==> src/rtl/morse_pkg.sv <==
// Shared types and constants for the Morse keyer: FSM states, output modes,
// symbol payload layout and element timing in units.
package morse_pkg;

  localparam int unsigned LEN_W          = 3;
  localparam int unsigned PAT_W          = 6;
  localparam int unsigned SYM_W          = LEN_W + PAT_W;
  localparam int unsigned DASH_UNITS     = 3;
  localparam int unsigned CHAR_GAP_UNITS = 3;
  localparam int unsigned WORD_GAP_UNITS = 4;
  localparam int unsigned MAX_ELEM       = 6;

  typedef enum logic [2:0] {
    ST_IDLE,
    ST_LOAD,
    ST_MARK,
    ST_SPACE,
    ST_WGAP
  } state_e;

  typedef enum logic [1:0] {
    MODE_OFF     = 2'b00,
    MODE_CW      = 2'b01,
    MODE_MCW     = 2'b10,
    MODE_CARRIER = 2'b11
  } mode_e;

  typedef struct packed {
    logic [LEN_W-1:0] len;
    logic [PAT_W-1:0] pattern;
  } sym_t;

  // A length of 7 cannot be sent with a 6-bit pattern, so clamp it.
  function automatic logic [LEN_W-1:0] elem_count(input logic [LEN_W-1:0] len);
    return (len > LEN_W'(MAX_ELEM)) ? LEN_W'(MAX_ELEM) : len;
  endfunction

endpackage

==> src/rtl/morse_keyer_am_if.sv <==
// Symbol push channel into the keyer (valid/ready handshake).
interface morse_keyer_am_if;

  logic            sym_valid;
  logic            sym_ready;
  morse_pkg::sym_t sym_data;

  modport master (output sym_valid, output sym_data, input sym_ready);
  modport slave  (input sym_valid, input sym_data, output sym_ready);

endinterface

==> src/rtl/morse_sym_fifo.sv <==
// Synchronous symbol queue; o_ready is a registered not-full flag.
module morse_sym_fifo #(
  parameter int unsigned DEPTH = 8,
  parameter int unsigned WIDTH = 9
) (
  input  logic             clk,
  input  logic             rst_n,
  input  logic             i_flush,
  input  logic             i_push,
  input  logic [WIDTH-1:0] i_wdata,
  input  logic             i_pop,
  output logic [WIDTH-1:0] o_rdata_c,
  output logic             o_empty_c,
  output logic             o_ready
);

  localparam int unsigned AW = (DEPTH > 1) ? $clog2(DEPTH) : 1;

  logic [WIDTH-1:0] r_mem [DEPTH];
  logic [AW-1:0]    r_wr;
  logic [AW-1:0]    r_rd;
  logic [AW:0]      r_count;
  logic [AW:0]      w_count_nxt;
  logic             w_wr_en;
  logic             w_rd_en;

  assign o_empty_c = (r_count == '0);
  assign o_rdata_c = r_mem[r_rd];
  assign w_wr_en   = i_push & o_ready & ~i_flush;
  assign w_rd_en   = i_pop & ~o_empty_c & ~i_flush;

  always_comb begin
    w_count_nxt = r_count + (AW+1)'(w_wr_en) - (AW+1)'(w_rd_en);
    if (i_flush) w_count_nxt = '0;
  end

  always_ff @(posedge clk or negedge rst_n) begin
    if (!rst_n) begin
      r_wr    <= '0;
      r_rd    <= '0;
      r_count <= '0;
      o_ready <= 1'b0;
    end else begin
      r_wr    <= i_flush ? '0 : r_wr + AW'(w_wr_en);
      r_rd    <= i_flush ? '0 : r_rd + AW'(w_rd_en);
      r_count <= w_count_nxt;
      o_ready <= (w_count_nxt != (AW+1)'(DEPTH));
    end
  end

  // Storage needs no reset; pointers alone define validity.
  always_ff @(posedge clk) begin
    if (w_wr_en) r_mem[r_wr] <= i_wdata;
  end

endmodule

==> src/rtl/morse_keyer_am.sv <==
// Morse keyer: queued symbols are keyed as dot/dash/gap intervals and the
// key drives an RF gate directly, tone-modulated or as a test carrier.
module morse_keyer_am
  import morse_pkg::*;
#(
  parameter int unsigned UNIT_W     = 24,
  parameter int unsigned TONE_W     = 16,
  parameter int unsigned FIFO_DEPTH = 8
) (
  input  logic              sys_clk,
  input  logic              ck_rst,
  input  logic [UNIT_W-1:0] unit_len,
  input  logic [TONE_W-1:0] tone_half,
  input  logic [1:0]        mode,
  input  logic              flush,
  morse_keyer_am_if.slave   sym_if,
  output logic              key,
  output logic              gate,
  output logic              tone,
  output logic              busy
);

  localparam int unsigned CNT_W = UNIT_W + 2;

  state_e            r_state;
  state_e            w_state_nxt;
  logic [CNT_W-1:0]  r_cnt;
  logic [CNT_W-1:0]  w_cnt_nxt;
  logic [PAT_W-1:0]  r_pat;
  logic [PAT_W-1:0]  w_pat_nxt;
  logic [LEN_W-1:0]  r_rem;
  logic [LEN_W-1:0]  w_rem_nxt;
  logic [CNT_W-1:0]  w_unit;
  logic [SYM_W-1:0]  w_head_bits;
  sym_t              w_head;
  logic              w_empty;
  logic              w_push;
  logic              w_pop;
  logic [TONE_W-1:0] r_tone_cnt;
  logic [TONE_W-1:0] w_tone_cnt_nxt;
  logic              r_tone;
  logic              w_tone_nxt;
  logic              r_key;
  logic              w_key_nxt;
  logic              r_gate;
  logic              w_gate_nxt;
  logic              r_busy;
  logic              w_busy_nxt;

  assign w_unit = (unit_len == '0) ? CNT_W'(1) : CNT_W'(unit_len);
  assign w_head = sym_t'(w_head_bits);
  assign w_push = sym_if.sym_valid & sym_if.sym_ready & ~flush;
  assign w_pop  = (r_state == ST_LOAD) & ~flush;

  // Interval length minus one, sampled from the live unit length.
  function automatic logic [CNT_W-1:0] span(input logic [2:0] units, input logic [CNT_W-1:0] u);
    return CNT_W'(units) * u - CNT_W'(1);
  endfunction

  morse_sym_fifo #(
    .DEPTH (FIFO_DEPTH),
    .WIDTH (SYM_W)
  ) u_fifo (
    .clk       (sys_clk),
    .rst_n     (ck_rst),
    .i_flush   (flush),
    .i_push    (w_push),
    .i_wdata   (sym_if.sym_data),
    .i_pop     (w_pop),
    .o_rdata_c (w_head_bits),
    .o_empty_c (w_empty),
    .o_ready   (sym_if.sym_ready)
  );

  always_comb begin
    w_state_nxt = r_state;
    w_cnt_nxt   = r_cnt;
    w_pat_nxt   = r_pat;
    w_rem_nxt   = r_rem;
    unique case (r_state)
      ST_IDLE: if (!w_empty) w_state_nxt = ST_LOAD;
      ST_LOAD: begin
        w_pat_nxt = w_head.pattern;
        w_rem_nxt = elem_count(w_head.len);
        if (w_head.len == '0) begin
          w_state_nxt = ST_WGAP;
          w_cnt_nxt   = span(3'(WORD_GAP_UNITS), w_unit);
        end else begin
          w_state_nxt = ST_MARK;
          w_cnt_nxt   = span(w_head.pattern[0] ? 3'(DASH_UNITS) : 3'd1, w_unit);
        end
      end
      ST_MARK: begin
        if (r_cnt != '0) begin
          w_cnt_nxt = r_cnt - CNT_W'(1);
        end else begin
          w_state_nxt = ST_SPACE;
          w_pat_nxt   = r_pat >> 1;
          w_rem_nxt   = r_rem - LEN_W'(1);
          w_cnt_nxt   = span((r_rem == LEN_W'(1)) ? 3'(CHAR_GAP_UNITS) : 3'd1, w_unit);
        end
      end
      ST_SPACE: begin
        if (r_cnt != '0) begin
          w_cnt_nxt = r_cnt - CNT_W'(1);
        end else if (r_rem != '0) begin
          w_state_nxt = ST_MARK;
          w_cnt_nxt   = span(r_pat[0] ? 3'(DASH_UNITS) : 3'd1, w_unit);
        end else begin
          // Go straight to LOAD so queued characters follow without an idle cycle.
          w_state_nxt = w_empty ? ST_IDLE : ST_LOAD;
        end
      end
      ST_WGAP: begin
        if (r_cnt != '0) w_cnt_nxt = r_cnt - CNT_W'(1);
        else             w_state_nxt = w_empty ? ST_IDLE : ST_LOAD;
      end
      default: w_state_nxt = ST_IDLE;
    endcase
    if (flush) begin
      w_state_nxt = ST_IDLE;
      w_cnt_nxt   = '0;
    end
  end

  always_ff @(posedge sys_clk or negedge ck_rst) begin
    if (!ck_rst) begin
      r_state <= ST_IDLE;
      r_cnt   <= '0;
      r_pat   <= '0;
      r_rem   <= '0;
    end else begin
      r_state <= w_state_nxt;
      r_cnt   <= w_cnt_nxt;
      r_pat   <= w_pat_nxt;
      r_rem   <= w_rem_nxt;
    end
  end

  // Free-running tone; >= keeps the wrap safe if tone_half drops mid-count.
  always_comb begin
    w_tone_cnt_nxt = r_tone_cnt + TONE_W'(1);
    w_tone_nxt     = r_tone;
    if (tone_half == '0) begin
      w_tone_cnt_nxt = '0;
      w_tone_nxt     = 1'b1;
    end else if (r_tone_cnt >= tone_half - TONE_W'(1)) begin
      w_tone_cnt_nxt = '0;
      w_tone_nxt     = ~r_tone;
    end
  end

  assign w_key_nxt  = (r_state == ST_MARK) & ~flush;
  assign w_busy_nxt = ~flush & ((r_state != ST_IDLE) | ~w_empty | w_push);

  // Gate is built from next-cycle key/tone so it stays aligned with them.
  always_comb begin
    w_gate_nxt = 1'b0;
    unique case (mode_e'(mode))
      MODE_OFF:     w_gate_nxt = 1'b0;
      MODE_CW:      w_gate_nxt = w_key_nxt;
      MODE_MCW:     w_gate_nxt = w_key_nxt & w_tone_nxt;
      MODE_CARRIER: w_gate_nxt = 1'b1;
      default:      w_gate_nxt = 1'b0;
    endcase
  end

  always_ff @(posedge sys_clk or negedge ck_rst) begin
    if (!ck_rst) begin
      r_tone_cnt <= '0;
      r_tone     <= 1'b0;
      r_key      <= 1'b0;
      r_gate     <= 1'b0;
      r_busy     <= 1'b0;
    end else begin
      r_tone_cnt <= w_tone_cnt_nxt;
      r_tone     <= w_tone_nxt;
      r_key      <= w_key_nxt;
      r_gate     <= w_gate_nxt;
      r_busy     <= w_busy_nxt;
    end
  end

  assign key  = r_key;
  assign gate = r_gate;
  assign tone = r_tone;
  assign busy = r_busy;

endmodule

==> src/flat_wrapper.sv <==
// flat-port wrapper written by rule: the top's interface ports become plain ports
module morse_keyer_am_flat import morse_pkg::*;
#(
  parameter int unsigned UNIT_W     = 24,
  parameter int unsigned TONE_W     = 16,
  parameter int unsigned FIFO_DEPTH = 8
)
  (sys_clk, ck_rst, unit_len, tone_half, mode, flush, key, gate, tone, busy, sym_if_sym_valid, sym_if_sym_data, sym_if_sym_ready);
  morse_keyer_am_if sym_if_i ();
  input  logic sys_clk;
  input  logic ck_rst;
  input  logic [UNIT_W-1:0] unit_len;
  input  logic [TONE_W-1:0] tone_half;
  input  logic [1:0] mode;
  input  logic flush;
  output logic key;
  output logic gate;
  output logic tone;
  output logic busy;
  input wire logic [$bits(sym_if_i.sym_valid)-1:0] sym_if_sym_valid;
  input wire logic [$bits(sym_if_i.sym_data)-1:0] sym_if_sym_data;
  output wire logic [$bits(sym_if_i.sym_ready)-1:0] sym_if_sym_ready;
  assign sym_if_i.sym_valid = sym_if_sym_valid;
  assign sym_if_i.sym_data = sym_if_sym_data;
  assign sym_if_sym_ready = sym_if_i.sym_ready;
  morse_keyer_am #(.UNIT_W(UNIT_W), .TONE_W(TONE_W), .FIFO_DEPTH(FIFO_DEPTH)) u_core (.sys_clk(sys_clk), .ck_rst(ck_rst), .unit_len(unit_len), .tone_half(tone_half), .mode(mode), .flush(flush), .sym_if(sym_if_i), .key(key), .gate(gate), .tone(tone), .busy(busy));
endmodule
==> config.mk <==
export PLATFORM = sky130hd
export DESIGN_NAME = morse_keyer_am_flat
export DESIGN_NICKNAME = d
export VERILOG_FILES = /design/src/rtl/morse_pkg.sv /design/src/rtl/morse_keyer_am_if.sv /design/src/rtl/morse_sym_fifo.sv /design/src/rtl/morse_keyer_am.sv /design/src/flat_wrapper.sv
export SDC_FILE = /design/constraint.sdc
export NUM_CORES = 1
export LEC_CHECK = 0
export ABC_AREA = 1
export BUFFER_PORTS_ARGS = -buffer_cell sky130_fd_sc_hd__buf_2
export CAP_MARGIN = 15
export CORE_ASPECT_RATIO = 2
export CORE_MARGIN = 4
export CORE_UTILIZATION = 30
export CTS_CLUSTER_DIAMETER = 200
export DETAILED_ROUTE_END_ITERATION = 12
export HOLD_SLACK_MARGIN = 0.08
export PLACE_DENSITY_LB_ADDON = 0.12
export SYNTH_ARGS = -nofsm -noshare
export SYNTH_HDL_FRONTEND = slang
export SYNTH_SLANG_ARGS = --single-unit
==> constraint.sdc <==
create_clock -name sys_clk -period 5 [get_ports sys_clk]
set_clock_uncertainty 0.2 [all_clocks]
set_input_delay 0 -clock sys_clk [delete_from_list [all_inputs] [get_ports sys_clk]]
set_output_delay 0 -clock sys_clk [all_outputs]
set_load 0.01 [all_outputs]
==> impl_metrics.json <==
{
  "setup_slack_ns": 0.229,
  "dr.pass1.iters": 6,
  "power_density_mw_per_mm2": 475,
  "area_growth_pct": 13.0,
  "post_synth.cell_area_avg_um2": 6.49,
  "io_buffers": 59,
  "synth-seq-cells": 141,
  "rsz0062_at_grt": "no",
  "nets": 2642,
  "layoutNonFillerInstCount": 3089,
  "synth_edf_count": 72,
  "final_max_slew_viol_count": 0,
  "leakage_nw": 8.56,
  "vias": 15800,
  "htree_levels": 4,
  "grt_pass1_wl_um": 99100,
  "fp.dieW_um": 167,
  "cp.arrival_ns": 4.89,
  "power.share.clock_pct": 15.6,
  "antenna_found_initial": 0,
  "syn-num-nets": 2554,
  "path_clk_slew_ns": 0.07,
  "gp_congestion": 1.05,
  "grt_pass1_vias": 16100,
  "finalHoldViolations": 0,
  "drt_iter0_markers": 809,
  "root_buffer": "clkbuf_16",
  "core_region_area_mm2": 0.0501,
  "yosysWarnings": 0,
  "crit_path_max_fanout": 12,
  "fin_crit_ns": 4.77,
  "p_int_mw": 3.75,
  "slew_headroom_pct": 25.3,
  "synth-async-reset-ratio_pct": 48.9,
  "numCtsBuffers": 17,
  "setup_viol": 0,
  "p_seq_share_pct": 19.8,
  "postRouteAntennaNets": 0,
  "drc": 0,
  "dp.cells": 3032,
  "seq_area_frac_synth_pct": 25.6,
  "max_freq_mhz": 210,
  "wl_um": 67400,
  "fin_crit_sh_pct": 95.4,
  "gr-usage-all-layers_pct": 24.3,
  "cp-start-kind": "input pin",
  "ir_worst_vdd_uv": 377,
  "path_class": "input pin to flip-flop",
  "synthDistinctLibCells": 53,
  "worst_pin_slew_ns": 1.12,
  "post_drt_wl_per_cell_um": 21.8,
  "cap_violations": 0,
  "antenna_cells": 0,
  "power.share.combinational_pct": 64.6,
  "routed_via_density": 5.12,
  "holdWs_ns": 0.119,
  "ys.flop_type": "edfxtp_1",
  "clock_sinks": 141,
  "ioPinCount": 60,
  "layout-drive-gt1-share_pct": 7.09,
  "required_ns": 5.12,
  "synth_cells": 2339,
  "place.detailed.hpwl_um": 55900,
  "status": "finished, final reports clean",
  "p_sw_share_pct": 54.0,
  "grt_overflow": 0,
  "clock_latency_ns": 0.44,
  "core.rowCount": 116,
  "die_h_um": 326,
  "clk_path_buf_depth": 2,
  "grt_max_degree": 62,
  "cp-end-kind": "flip-flop",
  "final_cell_mix": "nand2_1 (603), inv_1 (379), nor2_1 (259)",
  "dieArea_mm2": 0.0545,
  "hold_class": "input pin to flip-flop",
  "cts_tree": "done",
  "pre_cts_slack_ns": 0.185,
  "final_common_cell": "nand2_1",
  "initial_core_util_pct": 30.3,
  "netlist_area_mm2": 0.0152,
  "postCtsSetupBuffers": 0,
  "fin_setup_tns_ns": 0,
  "power.total_mw": 8.14,
  "switchingPower_mw": 4.39
}
## through the flow
stage | instance area (um2) | util, %
detailed placement | 16300 | 32.6
finish | 17100 | 34.2
global placement | 16300 | 32.6
global route | 17100 | 34.2
CTS | 17100 | 34.2
floorplan | 15200 | -
## cells in the mapped netlist, drive strengths merged, types with 12 or more instances
cell | n | share of area (%)
ha | 156 | 13
nand4 | 51 | 2.2
xor2 | 47 | 2.7
or2 | 12 | 0.49
edfxtp | 72 | 14
inv | 387 | 9.6
nor2 | 269 | 6.9
dfrtp | 69 | 11
clkbuf | 26 | 0.64
xnor2 | 22 | 1.3
nand3 | 179 | 6.1
a21oi | 128 | 4.2
buf | 28 | 1.2
o21ai | 165 | 5.6
nor3 | 34 | 1.2
o22ai | 13 | 0.54
nand2 | 607 | 15
## what timing repair did
item / in CTS / in global routing
resized for setup: 0 / 2
setup endpoints to repair: 0 / 4
hold endpoints to repair: 168 / 0
hold buffers: 24 / 0
## state kept, by name (all words and copies together) (netlist names), 3 cells and up
register,flops
u_core.u_fifo.r_wr,3
u_core.r_cnt,26
u_core.u_fifo.r_rd,3
u_core.r_state,3
u_core.u_fifo.r_count,4
u_core.r_pat,6
u_core.r_rem,3
u_core.u_fifo.r_mem,72
u_core.r_tone_cnt,16
## area by class of cell
class                           instances  area (um2)
Timing Repair Buffer                  123         855
Sequential cell                       141        3890
Fill cell                            5528       32900
Clock buffer                           17         425
Tap cell                              649         812
Inverter                              389        1460
Multi-Input combinational cell       1755        9550
Clock inverter                         15         151
## kinds of logic after synthesis
logic type,after synthesis,share of synthesized area (%)
flops,141,25.6
compound gates,348,12.4
simple gates,1178,33.1
buf+inv,443,11.5
xor+xnor,69,3.98
fa+ha+maj,160,13.4
## worst paths after layout
kind | startpoint | end | slack [ns] | cells after the start
hold reg to reg | u_core.r_tone_cnt[0] | u_core.r_tone_cnt[0] | 0.30 | 1
min in group asynchronous | ck_rst | u_core.r_cnt[20] | 0.19 | 3
max in group asynchronous | ck_rst | u_core.r_tone_cnt[11] | 3.76 | 3
hold / removal | unit_len[20] | u_core.r_cnt[22] | 0.12 | 8
setup reg to reg | u_core.u_fifo.r_rd[1] | u_core.r_cnt[15] | 0.42 | 25
setup / recovery | unit_len[23] | u_core.r_cnt[7] | 0.23 | 26
## layer usage
layer  vias to the layer above  GRT usage [%]  share of wire, %
met5                         -              0                 0
met4                         0           21.5                11
met3                       223           2.83               3.5
met2                       480           47.0                54
met1                      7368           21.4                32
li1                       7760              -                 -
## power groups by stage
stage | clock network [mW] | logic [mW] | registers (mW)
after floorplan | 0 | 3.52 | 1.57
after global placement | 0 | 5.19 | 1.64
after detailed placement | 0 | 5.19 | 1.63
after CTS | 1.31 | 5.23 | 1.61
after global routing | 1.36 | 5.81 | 1.64
final | 1.27 | 5.26 | 1.61
## critical path, cell delays in order
cell,delay (ns)
dlygate4sd3_1,0.52
buf_2,0.27
inv_1,0.27
nand3_1,0.16
nor2_1,0.08
nand3_1,0.12
nand2_2,0.15
inv_2,0.25
nor2_1,0.09
nor2_1,0.20
inv_1,0.10
nand2_1,0.11
ha_1,0.34
inv_1,0.16
fa_1,0.40
inv_1,0.17
nand3_1,0.09
nand2_1,0.09
inv_1,0.07
o21ai_1,0.38
and2_1,0.20
o21ai_0,0.13
nand3_1,0.13
nand4_1,0.14
nand3_1,0.16
o21ai_0,0.09
No activity file was read; power rests on OpenSTA's default activity.
